### config.mk
export PLATFORM = sky130hd
export DESIGN_NAME = fetch_stage
export DESIGN_NICKNAME = d
export VERILOG_FILES = /design/src/rtl/fetch_stage.sv
export SDC_FILE = /design/constraint.sdc
export NUM_CORES = 1
export LEC_CHECK = 0
export BUFFER_PORTS_ARGS = -buffer_cell sky130_fd_sc_hd__buf_2
export CORE_UTILIZATION = 45
export DETAILED_ROUTE_END_ITERATION = 8
export MAX_ROUTING_LAYER = met4
export PLACE_DENSITY = 0.66
export SLEW_MARGIN = 20
export SYNTH_ARGS = -nofsm -noshare
export SYNTH_HDL_FRONTEND = slang
export SYNTH_SLANG_ARGS = --single-unit
### constraint.sdc
create_clock -name clk -period 7.5 [get_ports clk]
set_clock_uncertainty 0.05 [all_clocks]
set_input_delay 1.5 -clock clk [delete_from_list [all_inputs] [get_ports clk]]
set_output_delay 1.5 -clock clk [all_outputs]
set_load 0.05 [all_outputs]
### src/rtl/fetch_stage.sv
// IF stage with a DEPTH-slot fetch ring and the IF/ID pipeline register.
// Optional FETCH_PERF_EN adds perf_fetched / perf_dropped counters.
module fetch_stage #(
  parameter int unsigned          XLEN     = 32,
  parameter logic [XLEN-1:0]      RESET_PC = '0,
  parameter int unsigned          DEPTH    = 2
) (
  input  logic            clk,
  input  logic            rst,
  input  logic            StallF,
  input  logic            StallD,
  input  logic            FlushD,
  input  logic            PCSrcE,
  input  logic [XLEN-1:0] PCTargetE,
  output logic            imem_req_valid,
  input  logic            imem_req_ready,
  output logic [XLEN-1:0] imem_req_addr,
  input  logic            imem_rsp_valid,
  input  logic [31:0]     imem_rsp_data,
  output logic [31:0]     InstrD,
  output logic [XLEN-1:0] PCD,
  output logic [XLEN-1:0] PCPlus4D,
  output logic            IFID_valid
`ifdef FETCH_PERF_EN
  ,
  output logic [31:0]     perf_fetched,
  output logic [31:0]     perf_dropped
`endif
);

  localparam int unsigned AW  = $clog2(DEPTH);
  localparam int unsigned CW  = AW + 1;
  localparam int unsigned DW  = 8;
  localparam logic [31:0] NOP = 32'h0000_0013;

  logic [XLEN-1:0] pcf;
  logic [AW-1:0]   head, tail, fptr;
  logic [CW-1:0]   used, pend;
  logic [DW-1:0]   drop_cnt;

  logic [XLEN-1:0] slot_pc    [DEPTH];
  logic [31:0]     slot_instr [DEPTH];

  logic        fire, fill, rsp_drop, head_filled, head_avail, pop;
  logic [31:0] head_instr;

  // A response aimed at an empty head is forwarded straight into IF/ID.
  always_comb begin
    imem_req_valid = rst && !StallF && !PCSrcE && (used < CW'(DEPTH));
    imem_req_addr  = pcf;
    fire           = imem_req_valid && imem_req_ready;
    rsp_drop       = imem_rsp_valid && (drop_cnt != '0);
    fill           = imem_rsp_valid && (drop_cnt == '0);
    head_filled    = (used != pend);
    head_avail     = head_filled || fill;
    head_instr     = head_filled ? slot_instr[head] : imem_rsp_data;
    pop            = !PCSrcE && !StallD && head_avail;
  end

  always_ff @(posedge clk or negedge rst) begin
    if (!rst) begin
      pcf      <= RESET_PC;
      head     <= '0;
      tail     <= '0;
      fptr     <= '0;
      used     <= '0;
      pend     <= '0;
      drop_cnt <= '0;
    end else if (PCSrcE) begin
      // Requests still in flight become stale; their responses are counted off.
      pcf      <= PCTargetE;
      head     <= tail;
      fptr     <= tail;
      used     <= '0;
      pend     <= '0;
      drop_cnt <= drop_cnt + DW'(pend) - DW'(imem_rsp_valid);
    end else begin
      if (fire) begin
        pcf  <= pcf + XLEN'(4);
        tail <= tail + AW'(1);
      end
      if (pop)      head     <= head + AW'(1);
      if (fill)     fptr     <= fptr + AW'(1);
      if (rsp_drop) drop_cnt <= drop_cnt - DW'(1);
      used <= used + CW'(fire) - CW'(pop);
      pend <= pend + CW'(fire) - CW'(fill);
    end
  end

  // NOTE: slot storage has no reset; the used/pend counters alone say which entries are live.
  always_ff @(posedge clk) begin
    if (fire) slot_pc[tail]    <= pcf;
    if (fill) slot_instr[fptr] <= imem_rsp_data;
  end

  always_ff @(posedge clk or negedge rst) begin
    if (!rst) begin
      IFID_valid <= 1'b0;
      InstrD     <= NOP;
      PCD        <= '0;
      PCPlus4D   <= '0;
    end else if (PCSrcE || FlushD) begin
      IFID_valid <= 1'b0;
    end else if (!StallD) begin
      if (head_avail) begin
        InstrD     <= head_instr;
        PCD        <= slot_pc[head];
        PCPlus4D   <= slot_pc[head] + XLEN'(4);
        IFID_valid <= 1'b1;
      end else begin
        IFID_valid <= 1'b0;
      end
    end
  end

`ifdef FETCH_PERF_EN
  always_ff @(posedge clk or negedge rst) begin
    if (!rst) begin
      perf_fetched <= '0;
      perf_dropped <= '0;
    end else begin
      perf_fetched <= perf_fetched + 32'(fire);
      perf_dropped <= perf_dropped + 32'(imem_rsp_valid && (drop_cnt != '0 || PCSrcE));
    end
  end
`endif

  rsp_has_slot: assert property (@(posedge clk) disable iff (!rst)
    imem_rsp_valid |-> (drop_cnt != '0 || pend != '0));

endmodule

==> results.ini <==
[floorplan]
die_height_um=166.2
die-area_um2=27610
design.core.area_um2=26280
start_util_pct=46.14
io_pins=202
die_w_um=166.2
placementRows=59

[detailed_routing]
dr.pass1.iters=8
drt_drc_violations_left=17
vias=8667
routedWlPerCell_um=17.65
drt_iter0_drc=664
finalWirelength_um=28450
ant_nets=0
via_per_inst=5.377

[setup_path]
crit_slowest_cell=buf_6
reg2regPathDepth=9
crit_chain=buf_6 > nor4b_2 > buf_2
critPathArrivalTime_ps=2820
path_max_fanout=79
crit_path_max_incr_delay_ps=540
required_ps=5950
cp-end-kind=output port
worstSetupPathType=input pin to output port
startpoint_type=input pin

[cells_and_area]
area_growth_pct=18.84
final_cell_mix=200 x buf_2, 190 x nand2_1, 144 x o21ai_0
finalNetCount=1351
multi_input_area_um2=4348
sequential_cell_area_um2=7405
n_antenna_cell=0
n_fill_cell=2322
final_common_cell=buf_2
drive_gt1_share_pct=22.24

[outcome]
outcome=finished, violations left
violations=design-rule violations

[pwr]
irDropWorstVdd_mv=0.2224
p_leak_nw=6.300
p_per_area_nw_per_um2=403.4

[hold_path]
min_path_cells=2
hp-class=register to register

[synthesis]
yosys_warnings=0
ys.flop_type=dfrtp_1
yosysTopAreaCell=edfxtp_1
synth-edff-count=128
synth_fp_nets=1167
netlist_area_um2=12130
yosys.area.top_type_share_pct=31.70
async_flop_share_pct=52.59
synth_cells=1070
synthTopCellsByArea=edfxtp_1 32%, dfrtp_1 29%, o21ai_0 5.9%, nand2_1 5.9%, mux2i_1 4.3%
avgSynthCellArea_um2=11.33
synth_seq_cells=270
synth_seq_area_share_pct=61.03
synth_cell_types=58

[placement]
gp_congestion=0.8719
dpl_worst_slack_ps=2921
port_buffers=201
hpwlAfterDp_um=19650

[clock_network]
cts_hold_buf=0
cts_tree=built
cts-root-buf=clkbuf_16
ctsHtreeMaxLevel=1
numCtsBuffers=29
clk_latency_ps=540
clk_pin_slew_worst_paths_ps=60
cts.repair.resized=0
clock_path_buffers=3
clock_sink_count=270
post_cts_buffers=0

[global_route]
use_met1_pct=32.14
grt_pass1_wl_um=46220
grt_usage_pct=21.52
met3_usage_pct=2.645
grt_pass1_vias=8431
grt_antenna_before_repair=0
met2_usage_pct=31.37
grt_max_degree=107
grt-ovfl-total=0
busiest_layer=met1

[sta]
finalSetupViolCount=0
maxSlewViolCount=0
tns_ps=0
period_minus_slack_ps=4367
rsz0062_at_grt=no
setup_ws_ps=3133
finalCritPeriodShare_pct=58.22
tightest_slew_ps=1034
slew_headroom_pct=31.04
fmax_mhz=229.0
hold_viol=0

[job]
cap_violations=0

[sequential cells by signal (all words and copies together), names as in the netlist]
register,flops
slot_instr,64
slot_pc,64
InstrD,32
PCD,32
imem_req_addr,32
PCPlus4D,30
drop_cnt,8
pend,2
used,2
IFID_valid,1
fptr,1
head,1
tail,1
[synth_stat cells, types with 2 or more instances]
cell type and number:
a21o_1 4, a21oi_1 23, a221o_1 7, a222oi_1 3, a22oi_1 6, a31oi_1 12, a32o_1 5, a32oi_1 6
and2_1 4, and3_1 9, and4_1 2, buf_1 8, buf_2 25, buf_4 3, clkbuf_1 20, dfrtp_1 139
dfstp_2 3, edfxtp_1 128, ha_1 24, inv_1 34, mux2_2 8, mux2i_1 52, nand2_1 191, nand2b_1 3
nand3_1 23, nand3b_1 5, nand4_1 13, nand4b_1 5, nor2_1 39, nor2b_1 12, nor3_1 11, nor4_1 6
nor4_2 3, o21ai_0 144, o21ai_1 7, o21bai_1 2, o311ai_0 10, o32ai_1 2, or2_2 2, or3_1 2
xnor2_1 27, xor2_1 22
[power breakdown]
group          total, W  leakage [nW]  internal, W  switching, W
registers       0.00213          2.92      0.00186      0.000268
clock network   0.00152         0.501     0.000926      0.000589
logic           0.00217          2.88     0.000582       0.00158
total           0.00581          6.30      0.00337       0.00244
[critical path: cells and delay by family]
| family | cells | cell delay [ps] |
|---|---|---|
| buffers and inverters | 2 | 870 |
| and+or+nand+nor | 1 | 390 |
[path summary, 6_finish.rpt]
check | from | end | slack [ps]
max in group asynchronous | rst | InstrD[7] | 5100
max | rst | imem_req_valid | 3130
min reg2reg | PCPlus4D[3] | PCPlus4D[3] | 420
min | PCPlus4D[3] | PCPlus4D[3] | 420
min in group asynchronous | rst | imem_req_addr[19] | 950
max reg2reg | drop_cnt[0] | PCD[16] | 4020
[metal layers]
| layer | vias to the layer above | part of all wire (%) |
|---|---|---|
| li1 | 4206 | - |
| met1 | 4155 | 49 |
| met2 | 272 | 44 |
| met3 | 34 | 5.6 |
| met4 | 0 | 1.6 |
| met5 | - | 0 |
[stage by stage]
step / hold WS (ps) / power, W / cell area, um2 / utilization, % / std cells
after floorplan: 431.4 / 0.003769 / 12130 / - / 1070
after global placement: 406.6 / 0.004292 / 13380 / 50.91 / 1558
after detailed placement: 407.9 / 0.004338 / 13380 / 50.91 / 1558
after CTS: 423.2 / 0.005859 / 14410 / 54.83 / 1612
after global routing: 442.1 / 0.006107 / 14410 / 54.84 / 1612
final: 420.1 / 0.005813 / 14410 / 54.84 / 1612
[logic make-up after synthesis]
family                     count (synthesis)  share of synthesized area [%]
muxes                                     60                          5.035
xor gates and xnor gates                  49                          3.539
and+or+nand+nor                          335                          12.86
AOI/OAI and AO/OA                        239                          11.64
DFF                                      270                          61.03
buffers and inverters                     92                          3.260
adders and majority gates                 25                          2.641
[cell type report]
type,instances,share of cell area (%)
timing repair buffer,210,7.493
multi-input combinational,708,30.17
clock inverter,18,1.632
sequential,270,51.38
clock buffer,36,5.504
inverter,35,0.9116
tap,335,2.908
Note: power is estimated with default switching activity, not from simulation.
